**src/rtl/bird_pkg.sv**
```systemverilog
// rtl/bird_pkg.sv - shared state encoding and default motion constants for the bird controller
package bird_pkg;

    typedef enum logic [1:0] {
        ST_IDLE   = 2'd0,
        ST_RISE   = 2'd1,
        ST_FALL   = 2'd2,
        ST_GROUND = 2'd3
    } bird_state_t;

    // Shared with the position counter instantiation so both agree on range.
    localparam int BIRD_B          = 4;
    localparam int BIRD_TOP        = 13;
    localparam int BIRD_TICK_DIV   = 1_000_000;
    localparam int BIRD_RISE_TICKS = 3;
    localparam int BIRD_GRAV_START = 4;
    localparam int BIRD_GRAV_MIN   = 1;

endpackage

```
**src/rtl/bird_motion_ctrl_tick_gen.sv**
```systemverilog
// rtl/bird_motion_ctrl_tick_gen.sv - free-running prescaler emitting a one-cycle motion tick
module tick_gen #(
    parameter int TICK_DIV = 1_000_000
) (
    input  logic i_clk,
    input  logic i_rst_n,
    input  logic i_clr,
    output logic o_tick
);

    localparam int W = $clog2(TICK_DIV);
    localparam logic [W-1:0] LAST = W'(TICK_DIV - 1);

    logic [W-1:0] r_cnt;

    always_ff @(posedge i_clk or negedge i_rst_n) begin
        if (!i_rst_n) begin
            r_cnt <= '0;
        end else if (i_clr || r_cnt == LAST) begin
            r_cnt <= '0;
        end else begin
            r_cnt <= r_cnt + W'(1);
        end
    end

    assign o_tick = !i_clr && (r_cnt == LAST);

endmodule

```
**src/rtl/bird_motion_ctrl.sv**
```systemverilog
// rtl/bird_motion_ctrl.sv - flap/gravity motion controller issuing inc/dec pulses to the position counter
// Define BIRD_FLAP_SYNC_EN to add a two-flop synchronizer on the flap button.
module bird_motion_ctrl
    import bird_pkg::*;
#(
    parameter int b          = BIRD_B,
    parameter int TOP        = BIRD_TOP,
    parameter int TICK_DIV   = BIRD_TICK_DIV,
    parameter int RISE_TICKS = BIRD_RISE_TICKS,
    parameter int GRAV_START = BIRD_GRAV_START,
    parameter int GRAV_MIN   = BIRD_GRAV_MIN
) (
    input  logic         clk,
    input  logic         rst,
    input  logic         run,
    input  logic         flap,
    input  logic [b-1:0] pos,
    output logic         inc,
    output logic         dec,
    output logic         grounded,
    output logic [1:0]   state
);

    localparam int RW = $clog2(RISE_TICKS + 1);
    localparam int GW = $clog2(GRAV_START + 1);

    localparam logic [b-1:0]  TOP_V    = b'(TOP);
    localparam logic [RW-1:0] RISE_V   = RW'(RISE_TICKS);
    localparam logic [GW-1:0] GSTART_V = GW'(GRAV_START);
    localparam logic [GW-1:0] GMIN_V   = GW'(GRAV_MIN);

    bird_state_t   r_state;
    logic [RW-1:0] r_rise;
    logic [GW-1:0] r_gap;
    logic [GW-1:0] r_intv;
    logic          r_pend;
    logic          r_inc;
    logic          r_dec;
    logic          r_grounded;
    logic          r_flap_q;

    bird_state_t   w_state_nxt;
    logic [RW-1:0] w_rise_nxt;
    logic [GW-1:0] w_gap_nxt;
    logic [GW-1:0] w_intv_nxt;
    logic          w_pend_nxt;
    logic          w_inc_nxt;
    logic          w_dec_nxt;
    logic          w_grounded_nxt;

    logic          w_flap_in;
    logic          w_flap_edge;
    logic          w_flap_req;
    logic          w_tick;
    logic          w_presc_clr;
    logic          w_below_top;
    logic [RW-1:0] w_rise_sum;
    logic [GW-1:0] w_gap_sum;

`ifdef BIRD_FLAP_SYNC_EN
    logic r_flap_s1;
    logic r_flap_s2;

    always_ff @(posedge clk or negedge rst) begin
        if (!rst) begin
            r_flap_s1 <= 1'b0;
            r_flap_s2 <= 1'b0;
        end else begin
            r_flap_s1 <= flap;
            r_flap_s2 <= r_flap_s1;
        end
    end

    assign w_flap_in = r_flap_s2;
`else
    assign w_flap_in = flap;
`endif

    always_ff @(posedge clk or negedge rst) begin
        if (!rst) begin
            r_flap_q <= 1'b0;
        end else begin
            r_flap_q <= w_flap_in;
        end
    end

    assign w_flap_edge = w_flap_in & ~r_flap_q;
    // An edge landing on the tick cycle itself is served by that tick.
    assign w_flap_req  = r_pend | w_flap_edge;

    assign w_presc_clr = (r_state == ST_IDLE) || !run;

    tick_gen #(
        .TICK_DIV (TICK_DIV)
    ) u_tick_gen (
        .i_clk   (clk),
        .i_rst_n (rst),
        .i_clr   (w_presc_clr),
        .o_tick  (w_tick)
    );

    assign w_below_top = (pos < TOP_V);
    // A flap restarts the rise, so its tick counts as the first rise tick.
    assign w_rise_sum  = (w_flap_req ? {RW{1'b0}} : r_rise) + RW'(1);
    assign w_gap_sum   = r_gap + GW'(1);

    always_comb begin
        w_state_nxt    = r_state;
        w_rise_nxt     = r_rise;
        w_gap_nxt      = r_gap;
        w_intv_nxt     = r_intv;
        w_pend_nxt     = w_flap_req;
        w_inc_nxt      = 1'b0;
        w_dec_nxt      = 1'b0;
        w_grounded_nxt = 1'b0;

        if (!run) begin
            w_state_nxt = ST_IDLE;
            w_rise_nxt  = '0;
            w_gap_nxt   = '0;
            w_intv_nxt  = '0;
            w_pend_nxt  = 1'b0;
        end else begin
            case (r_state)
                ST_IDLE: begin
                    w_state_nxt = ST_FALL;
                    w_rise_nxt  = '0;
                    w_gap_nxt   = '0;
                    w_intv_nxt  = GSTART_V;
                    w_pend_nxt  = 1'b0;
                end
                ST_RISE, ST_FALL: begin
                    if (w_tick) begin
                        w_pend_nxt = 1'b0;
                        if (w_flap_req || r_state == ST_RISE) begin
                            w_inc_nxt = w_below_top;
                            if (w_rise_sum == RISE_V) begin
                                w_state_nxt = ST_FALL;
                                w_rise_nxt  = '0;
                                w_gap_nxt   = '0;
                                w_intv_nxt  = GSTART_V;
                            end else begin
                                w_state_nxt = ST_RISE;
                                w_rise_nxt  = w_rise_sum;
                            end
                        end else if (w_gap_sum == r_intv) begin
                            if (pos == '0) begin
                                w_state_nxt = ST_GROUND;
                            end else begin
                                w_dec_nxt  = 1'b1;
                                w_gap_nxt  = '0;
                                w_intv_nxt = (r_intv > GMIN_V) ? r_intv - GW'(1) : GMIN_V;
                            end
                        end else begin
                            w_gap_nxt = w_gap_sum;
                        end
                    end
                end
                ST_GROUND: begin
                    w_pend_nxt = 1'b0;
                end
                default: begin
                    w_state_nxt = ST_IDLE;
                    w_pend_nxt  = 1'b0;
                end
            endcase
        end

        w_grounded_nxt = (w_state_nxt == ST_GROUND);
    end

    always_ff @(posedge clk or negedge rst) begin
        if (!rst) begin
            r_state    <= ST_IDLE;
            r_rise     <= '0;
            r_gap      <= '0;
            r_intv     <= '0;
            r_pend     <= 1'b0;
            r_inc      <= 1'b0;
            r_dec      <= 1'b0;
            r_grounded <= 1'b0;
        end else begin
            r_state    <= w_state_nxt;
            r_rise     <= w_rise_nxt;
            r_gap      <= w_gap_nxt;
            r_intv     <= w_intv_nxt;
            r_pend     <= w_pend_nxt;
            r_inc      <= w_inc_nxt;
            r_dec      <= w_dec_nxt;
            r_grounded <= w_grounded_nxt;
        end
    end

    assign inc      = r_inc;
    assign dec      = r_dec;
    assign grounded = r_grounded;
    assign state    = r_state;

endmodule
```
**config.mk**
```make
export PLATFORM = sky130hd
export DESIGN_NAME = bird_motion_ctrl
export DESIGN_NICKNAME = d
export VERILOG_FILES = /design/src/rtl/bird_pkg.sv /design/src/rtl/bird_motion_ctrl_tick_gen.sv /design/src/rtl/bird_motion_ctrl.sv
export SDC_FILE = /design/constraint.sdc
export NUM_CORES = 1
export LEC_CHECK = 0
export BUFFER_PORTS_ARGS = -buffer_cell sky130_fd_sc_hd__buf_4
export CAP_MARGIN = 0
export CORE_MARGIN = 3
export CORE_UTILIZATION = 40
export DETAILED_ROUTE_END_ITERATION = 8
export PLACE_DENSITY = 0.68
export SYNTH_ARGS = -nofsm -noshare
export SYNTH_HDL_FRONTEND = slang
export SYNTH_SLANG_ARGS = --single-unit
```
**constraint.sdc**
```tcl
create_clock -name clk -period 2.7 [get_ports clk]
set_clock_uncertainty 0.05 [all_clocks]
set_input_delay 0.27 -clock clk [delete_from_list [all_inputs] [get_ports clk]]
set_output_delay 0.27 -clock clk [all_outputs]
set_load 0.02 [all_outputs]
```
Yosys cells after proc, flatten, opt, wreduce, memory -nomap -nowiden

Index checks and enable logic that the tools add are counted.

Output and inout bits: 5
Register bits: 35

Add/subtract/negate cells: 4
Equality and inequality tests: 14
Bitwise operators: 3
Mux-type cells: 42
Reductions and logical operators: 13
Magnitude comparators: 2

Operators with widths:

| cell                                                                            | number |
|---|---|
| 3-bit two-way mux                                                               | 13 |
| 2-bit two-way mux                                                               | 11 |
| 20-bit by 1-bit adder with 20-bit output, second input constant                 | 1 |
| 20-bit equality test, second input constant                                     | 1 |
| 20-bit two-way mux                                                              | 1 |
| 1-bit two-way mux                                                               | 12 |
| 4-bit inequality test, second input constant                                    | 3 |
| 3-bit one-hot mux with 2 select lines                                           | 2 |
| 2-bit equality test, second input constant                                      | 4 |
| 2-bit one-hot mux with 2 select lines                                           | 2 |
| 5-bit inequality test, second input constant                                    | 1 |
| 5-bit AND reduction                                                             | 1 |
| 4-bit logical NOT                                                               | 1 |
| 4-bit < comparator, second input constant                                       | 1 |
| 4-bit AND reduction                                                             | 1 |
| 2-bit OR reduction                                                              | 2 |
| 3-bit by 1-bit adder with 3-bit output, second input constant                   | 1 |
| 3-bit equality test                                                             | 1 |
| 3-bit by 1-bit greater-than comparator with 1-bit output, second input constant | 1 |
| 1-bit logical OR                                                                | 3 |
| 3-bit by 1-bit inequality test with 1-bit output, second input constant         | 1 |
| 3-bit by 2-bit inequality test with 1-bit output, second input constant         | 1 |
| 3-bit inequality test, second input constant                                    | 1 |
| 3-bit AND reduction                                                             | 1 |
| other kinds (10)                                                                | 11 |

Longest topological paths before layout

Gate-level depths: netlist of the first run.

Depth in word-level cells: 12
Gate-level depth with buffers: 7
Depth with buffers taken out: 7

Hierarchy

Synthesis of the first run repeated with hierarchy kept, for this count alone.

Cell total of the unflattened synthesis: 202
Area, all modules: 1993.2 µm²

By module, submodules not included:

| module           | cells each | area an instance (µm²) | instances |
|---|---|---|---|
| tick_gen         | 101        | 1056.0                 | 1 |
| bird_motion_ctrl | 101        | 937.1                  | 1 |

Worst setup path before layout of the first run

OpenSTA, ideal clock, no wires.

Path kind: register to register
Start point: register r_state[0] (netlist: state[0])
End point: register r_intv[1]
Cell stages (with the launch flop): 8
Period minus slack after synthesis: 2.250 ns
Data arrival time: 2.075 ns
Setup slack: 0.450 ns
Path buffers: 0
Setup time: 0.125 ns
Cells stage by stage: dfrtp_1 inv_1 ha_1 nand2_1 or4_1 a21o_1 o21ai_2 mux2_4

Longest elaborated chain between the ends: 6
Elaborated cells between the ends (all ways): 18
Those cells by class: eq/ne (7); mux (4); reduce/logical (7)

RTL lines:

| element                                                                                                   | RTL line                                                                 | source |
|---|---|---|
| start: declaration                                                                                        | bird_motion_ctrl.sv:32                                                   | `bird_state_t r_state;` |
| start signal: assignment                                                                                  | bird_motion_ctrl.sv:183                                                  | `r_state <= w_state_nxt;` |
| 2-bit by 1-bit equality test with 1-bit output or 2-bit logical NOT (tied branches)                       | bird_motion_ctrl.sv:124, bird_motion_ctrl.sv:135, bird_motion_ctrl.sv:91 |  |
| 1-bit logical OR (on tied branches)                                                                       | bird_motion_ctrl.sv:135, bird_motion_ctrl.sv:91                          |  |
| 3-bit two-way mux or 1-bit logical NOT (tied branches)                                                    | bird_motion_ctrl.sv:135, bird_motion_ctrl_tick_gen.sv:26                 |  |
| 3-bit two-way mux or 1-bit logical AND (tied branches)                                                    | bird_motion_ctrl.sv:133, bird_motion_ctrl_tick_gen.sv:26                 |  |
| 3-bit one-hot mux with 2 select lines or 3-bit by 2-bit inequality test with 1-bit output (tied branches) | -                                                                        |  |
| 3-bit two-way mux or 5-bit AND reduction (tied branches)                                                  | -                                                                        |  |
| end signal: assignment                                                                                    | bird_motion_ctrl.sv:186                                                  | `r_intv <= w_intv_nxt;` |
| end: declaration                                                                                          | bird_motion_ctrl.sv:35                                                   | `logic [GW-1:0] r_intv;` |

Several ways; a longest one is shown, not always the timed one. The select of a mux whose other input is x is not followed.
A chain may end at the register's enable or synchronous reset.

Final worst setup path of the first run

Start point: register r_state[1] (netlist: state[1])
End point: register r_gap[0]

Longest elaborated chain between the ends: 6
Elaborated cells between the ends (all ways): 17
Those cells by class: eq/ne (6); mux (4); reduce/logical (7)

RTL lines:

| element                                                                                                   | RTL line                                                                 | source |
|---|---|---|
| 2-bit by 1-bit equality test with 1-bit output or 2-bit logical NOT (tied branches)                       | bird_motion_ctrl.sv:124, bird_motion_ctrl.sv:135, bird_motion_ctrl.sv:91 |  |
| 1-bit logical OR (on tied branches)                                                                       | bird_motion_ctrl.sv:135, bird_motion_ctrl.sv:91                          |  |
| 3-bit two-way mux or 1-bit logical NOT (tied branches)                                                    | bird_motion_ctrl.sv:135, bird_motion_ctrl_tick_gen.sv:26                 |  |
| 3-bit two-way mux or 1-bit logical AND (tied branches)                                                    | bird_motion_ctrl.sv:133, bird_motion_ctrl_tick_gen.sv:26                 |  |
| 3-bit one-hot mux with 2 select lines or 3-bit by 2-bit inequality test with 1-bit output (tied branches) | -                                                                        |  |
| 3-bit two-way mux or 4-bit AND reduction (tied branches)                                                  | -                                                                        |  |
| end signal: assignment                                                                                    | bird_motion_ctrl.sv:185                                                  | `r_gap <= w_gap_nxt;` |
| end: declaration                                                                                          | bird_motion_ctrl.sv:34                                                   | `logic [GW-1:0] r_gap;` |

Several ways; a longest one is shown, not always the timed one. The select of a mux whose other input is x is not followed.

==> run metrics, run 1 <==
RR Endpoint r_gap[0]; Avg Cell Area, Syn 10.0 µm²; clock buffer depth 2; HP Start flap; endpoints failing setup 0; HP Class in2reg; via count 1,453; Critical Path RT 2890 ps; crit-path leading delay family simple AND/OR/NAND/NOR gates; Tot GR Track Use 14.5%; vias in the first global route 1,493; initial antenna violation count 0; ANT cells 0; pin count of the biggest net entering global routing 36; chip width 76.7 µm; core area 4790 µm²; placed cell count 276; Max rail drop VDD 0.000314 V; final wirelength 3760 µm; warnings from Yosys 0; r2r startpoint state[1]; Die Footprint 5880 µm²; status completed; endpoints failing hold 0; worst stage delay on the critical path 500 ps; initial drt markers 42; cell taking the most area after synthesis dfrtp_1; Starting Density 41.8%; GRT met1 Usage 18.6%; syn nets 214; Netlist cell types 42; RSZ-0062 raised after global routing no; most frequent cells in the layout 35 x nor2_1, 35 x dfrtp_1, 13 x buf_4; Max Transition Viols Final 0; Critical Path Fanout Max 6; vias per inst 5.10; PwrDens 509 nW/µm²; post-synthesis compound-gate area fraction 7.26%; fmax 429 MHz; Post-Synth Simple-Gate Area 28.0%; Pre-antenna DRT Iters 2; Final min period 2330 ps; layout cells sized above 1 15.6%; chain of cells forming the critical path inv_1 -> ha_1 -> nand2_1 -> or4_1 -> nor4_1 -> mux2_2; met2 usage in global routing 24.6%; Die H 76.7 µm; crit path DAT 2520 ps; post-synthesis adder-cell area fraction 4.38%; Post-synth EDFFs 0; Critical-path top delay cell or4_1; Hold EP r_flap_q; clock-pin slew on the worst setup and hold paths 80 ps; Most used DFF post-synth dfrtp_1; Clock Tree Root clkbuf_8; Filler Cells Inserted 445; top cell type's share of synthesized area 43.8%; top cells by area, synth dfrtp_1 44%, nor2_1 6.6%, xor2_1 5.3%, ha_1 4.4%, xnor2_1 3.5%; Hold Crit Depth 1; total power 1.17 mW; met3 Use GR 2.82%; FF-to-FF path depth 6; Skew-Pair Late Insertion Delay 290 ps; Worst-Margin Slew 664 ps; R2R setup slack 370 ps; total gr overflow 0; Post-Synthesis Cells 199; Layout Cells excl Fill 285; CP startpoint kind register; first-pass GRT wire length 6880 µm; mux cell area share after synthesis 4.20%; H-Tree Depth 2; PortBufs 12; Post-CTS Setup Bufs 0; setup_tns 0 ps; number of primary I/O pins 13; post-detail-place hpwl 2790 µm; GPL Wtd Cong 0.885; synthesized flop and latch total 35; Leak Pwr 1.01 nW; Final Core Density 47.9%; Layout Nets 232; critical path endpoint category register; Clock Sinks 35; # rows 25; Fin Hold WS 41.6 ps; period utilisation layout 86.3%; synthesized area 2000 µm²; largest family of logic cells by synthesized area simple AND/OR/NAND/NOR gates; worst path bufs/invs 1; Remaining DRCs 0; part of the Yosys area used for sequential elements 43.8%; Setup CP Type reg2reg; cts bufs inserted 5; Max-Slew Margin vs Limit 55.3%; CTS tree done; antenna-violating nets left 0; area grow syn2layout 14.7%; wire per inst 13.2 µm; Post-Synth XOR/XNOR Area 9.89%; ys async rst share 100%; Top Usage Layer GRT met2; Max Cap Viol 0
final cells by class:
type	instances	area (µm²)	share of cell area, %
timing repair buffer	14	108	4.70
tap	67	83.8	3.66
clock inverter	3	43.8	1.91
clock buffer	5	68.8	3.00
sequential	35	876	38.2
multi-input combinational	151	1070	46.9
inverter	10	37.5	1.64
report_power, final:
part	internal, mW	switching (mW)
sequential	0.535	0.0156
clock	0.275	0.200
combinational	0.0607	0.0784
worst register-to-register path: stages (launching register included):
cell	delay, ps
dfrtp_1	420
inv_1	110
ha_1	320
nand2_1	170
or4_1	500
nor4_1	450
mux2_2	260
through the flow:
step / cell area (µm²) / worst slack, ps
6_report: 2290 / 370
5_1_grt: 2290 / 223
3_5_place_dp: 2170 / 400
2_1_floorplan: 2000 / 450
4_1_cts: 2290 / 397
3_3_place_gp: 2170 / 483
registers in the layout, indices dropped and copies added, names as in the netlist:
register	count
grounded	1
r_intv	3
r_rise	2
r_gap	3
dec	1
u_tick_gen.r_cnt	20
state	2
r_pend	1
r_flap_q	1
inc	1
how the worst max path moves through the flow:
| stage | start | end | slack [ps] | depth (start not counted) |
|---|---|---|---|---|
| after CTS | state[0] | r_gap[0] | 400 | 6 |
| after global routing | state[1] | r_gap[0] | 220 | 6 |
| after detailed placement | state[0] | r_gap[0] | 400 | 6 |
| after global placement | state[1] | r_gap[0] | 480 | 6 |
| final | state[1] | r_gap[0] | 370 | 6 |
| after floorplan | state[0] | r_intv[1] | 450 | 7 |
cell usage after synthesis (2+ instances only):
cell type	number
a21o_1	2
a22o_1	2
and3_1	5
and4_1	4
clkbuf_1	3
dfrtp_1	35
ha_1	7
inv_1	10
mux2_2	3
mux2_4	2
mux2i_1	2
nand2_1	11
nand3_1	11
nand4_1	5
nand4_4	2
nor2_1	35
nor2b_1	3
nor3_1	5
nor4_1	3
nor4_4	2
o211ai_1	2
o21ai_0	6
or4_1	2
xnor2_1	8
xor2_1	12
routing by layer:
layer,routed length [µm],share of wire (%),vias up
met5,0,0,-
met4,37,0.98,0
met3,79,2.1,5
met2,1850,49,13
met1,1790,48,699
li1,-,-,736
cell families after synthesis:
family | Yosys count
AO/OA/AOI/OAI | 21
XOR/XNOR | 21
adder cells (fa/ha/maj) | 7
buffers and inverters | 13
flip-flops | 35
multiplexers | 7
AND/OR/NAND/NOR | 95
timing repair:
action | 4_1_cts | 5_1_grt
resized for setup | 0 | 0
setup endpoints to repair | 0 | 0
hold buffers | 1 | 0
hold endpoints to repair | 35 | 0
Power figures use the tool's default switching activity.
==> run 2, diff against run 1 <==
--- a/config.mk
+++ b/config.mk
@@ -13,4 +13,5 @@
 export PLACE_DENSITY = 0.68
 export SYNTH_ARGS = -nofsm -noshare
 export SYNTH_HDL_FRONTEND = slang
+export SYNTH_HIERARCHICAL = 1
 export SYNTH_SLANG_ARGS = --single-unit
==> run metrics, run 2 <==
status completed; Die Footprint 5870 µm²; RSZ-0062 raised after global routing no; Clk pwr share 36.0%; PortBufs 12; Post-Place Cell Area 2140 µm²; final wirelength 3820 µm; Most used DFF post-synth dfrtp_1; first-pass GRT wire length 6530 µm; endpoints failing setup 0; Sw Ratio 26.7%; Skew-Pair Late Insertion Delay 290 ps; met3 Use GR 2.84%; clock-pin slew on the worst setup and hold paths 70 ps; initial drt markers 73; pin count of the biggest net entering global routing 36; Netlist cell types 53; Max rail drop VDD 0.000310 V; Clock Tree Root clkbuf_8; Leak Pwr 0.927 nW; Setup CP Type reg2reg; period utilisation layout 90.0%; ys async rst share 100%; setup_tns 0 ps; commonest non-fill, non-tap cell in the layout dfrtp_1; layout cells sized above 1 17.7%; syn nets 217; Post-CTS Setup Bufs 0; chip width 76.6 µm; HP Class in2reg; # rows 25; Sw Pwr 274 µW; Max-Slew Margin vs Limit 62.0%; antenna-violating nets left 0; Max Transition Viols Final 0; core area 4750 µm²; Tot GR Track Use 13.7%; Top Usage Layer GRT met2; GPL Wtd Cong 0.753; initial antenna violation count 0; warnings from Yosys 6; registers with the most flip-flops u_tick_gen/r_cnt: 20 flops, r_gap: 3 flops, r_intv: 3 flops; CP startpoint kind register; Avg Cell Area, Syn 9.87 µm²; part of the power in registers 53.2%; area of the multi-input gates 1030 µm²; most frequent cell after synthesis dfrtp_1; PwrDens 458 nW/µm²; Critical Path Fanout Max 8; top cells by area, synth dfrtp_1 44%, ha_1 4.4%, xor2_1 4.4%, nor2_1 3.4%, inv_1 2.6%; Remaining DRCs 0; via count 1,538; GRT met1 Usage 17.5%; Layout Nets 234; max reg flops 20; synthesized area 1990 µm²; Filler Cells Inserted 489; vias in the first global route 1,494; Pre-antenna DRT Iters 4; part of the Yosys area used for sequential elements 43.9%; ANT cells 0; met2 usage in global routing 22.1%; H-Tree Depth 2; vias per inst 5.36; Starting Density 41.9%; fmax 412 MHz; Worst-Margin Slew 565 ps; wire per inst 13.3 µm; Post-synth EDFFs 0; Max Cap Viol 0; number of primary I/O pins 13; top cell type's share of synthesized area 43.9%; crit path DAT 2540 ps; cell taking the most area after synthesis dfrtp_1; Die H 76.6 µm; CTS tree done; Critical Path RT 2810 ps; total gr overflow 0; clock buffer depth 2; FF+latch area 876 µm²; cell internal pwr 753 µW; post-route cell area 2240 µm²; most frequent cells in the layout 35 x dfrtp_1, 17 x nor2_1, 14 x inv_1, 14 x buf_4; synthesized flop and latch total 35; critical path endpoint category register; power share of the combinational group 10.7%; most frequent cells after synthesis 35 x dfrtp_1, 18 x nor2_1, 14 x inv_1; area grow syn2layout 12.4%; post-detail-place hpwl 2730 µm; Final min period 2430 ps; Post-Synthesis Cells 202; Clock Sinks 35; endpoints failing hold 0; cts bufs inserted 5; Top reg by flops u_tick_gen/r_cnt
run 2: changes by cell type after synthesis, moves of 3 or more:
cell     before  now
a21oi_1       1    8
a31oi_1       1    4
and3_1        5    2
inv_1        10   14
mux2_2        3    0
nand3_1      11    6
nor2_1       35   18
nor2_2        0    4
o31ai_1       0    4
or3_1         1    4
run 2: cell families (layout without fill, tap and decap cells):
group | after synthesis | after routing | synth area share, %
AND/OR/NAND/NOR | 81 | 81 | 23.9
AO/OA/AOI/OAI | 43 | 43 | 15.7
flip-flops | 35 | 35 | 43.9
buffers and inverters | 19 | 37 | 4.58
XOR/XNOR | 16 | 16 | 7.03
adder cells (fa/ha/maj) | 7 | 7 | 4.39
multiplexers | 1 | 1 | 0.502
run 2: layout make-up:
type / instances / share of cell area, %
inverters: 14 / 2.35
clock buffers: 5 / 3.07
flip-flops and latches: 35 / 39.1
well taps: 67 / 3.74
clock inverters: 3 / 0.670
repair buffers: 15 / 5.14
multi-input cells: 148 / 45.9
run 2: metrics by stage:
| step | utilization, % | power [mW] | hold WS [ps] | std cells | worst slack (ps) |
|---|---|---|---|---|---|
| 5_1_grt | 47.1 | 1.08 | 30.9 | 287 | 137 |
| 3_5_place_dp | 45.1 | 0.667 | 204 | 278 | 126 |
| 4_1_cts | 47.1 | 1.05 | 35.6 | 287 | 104 |
| 2_1_floorplan | - | 0.629 | -75.6 | 202 | 414 |
| 6_report | 47.1 | 1.03 | 45.7 | 287 | 271 |
| 3_3_place_gp | 45.1 | 0.665 | 202 | 278 | 244 |
run 2: worst paths after layout:
kind                       slack, ps             endpoint                  from  cells past startpoint
setup reg to reg                 270             r_gap[1]  u_tick_gen/r_cnt[10]                      7
setup / recovery                 270             r_gap[1]  u_tick_gen/r_cnt[10]                      7
hold reg to reg                  440  u_tick_gen/r_cnt[0]   u_tick_gen/r_cnt[0]                      1
hold / removal                    50             r_flap_q                  flap                      1
min in group asynchronous        410  u_tick_gen/r_cnt[7]                   rst                      2
max in group asynchronous       1880             state[1]                   rst                      2
run 2: critical path, stage by stage, from the launching register on:
cell and delay (ps):
dfrtp_1 410, or4b_1 550, nor3_2 150, nand4_1 140, nor2_2 280, a41oi_1 320, a31oi_1 280, o22ai_1 120
run 2: power groups by stage:
stage	Clock, mW	Sequential [mW]	Combinational [mW]
final	0.370	0.547	0.110
after global routing	0.407	0.548	0.126
after CTS	0.387	0.546	0.112
after detailed placement	0	0.557	0.110
after global placement	0	0.556	0.109
after floorplan	0	0.556	0.0728
run 2: timing repair:
action                                  in CTS  in global routing
hold buffers                                 1                  0
endpoints found under the setup margin       0                  1
gates resized for setup                      0                  1
endpoints found under the hold margin       35                  0
run 2: layer usage:
| metal | share of wire (%) | up-vias |
|---|---|---|
| met1 | 48 | 747 |
| met2 | 48 | 18 |
| met5 | 0 | - |
| li1 | - | 768 |
| met4 | 1.7 | 0 |
| met3 | 2.4 | 5 |
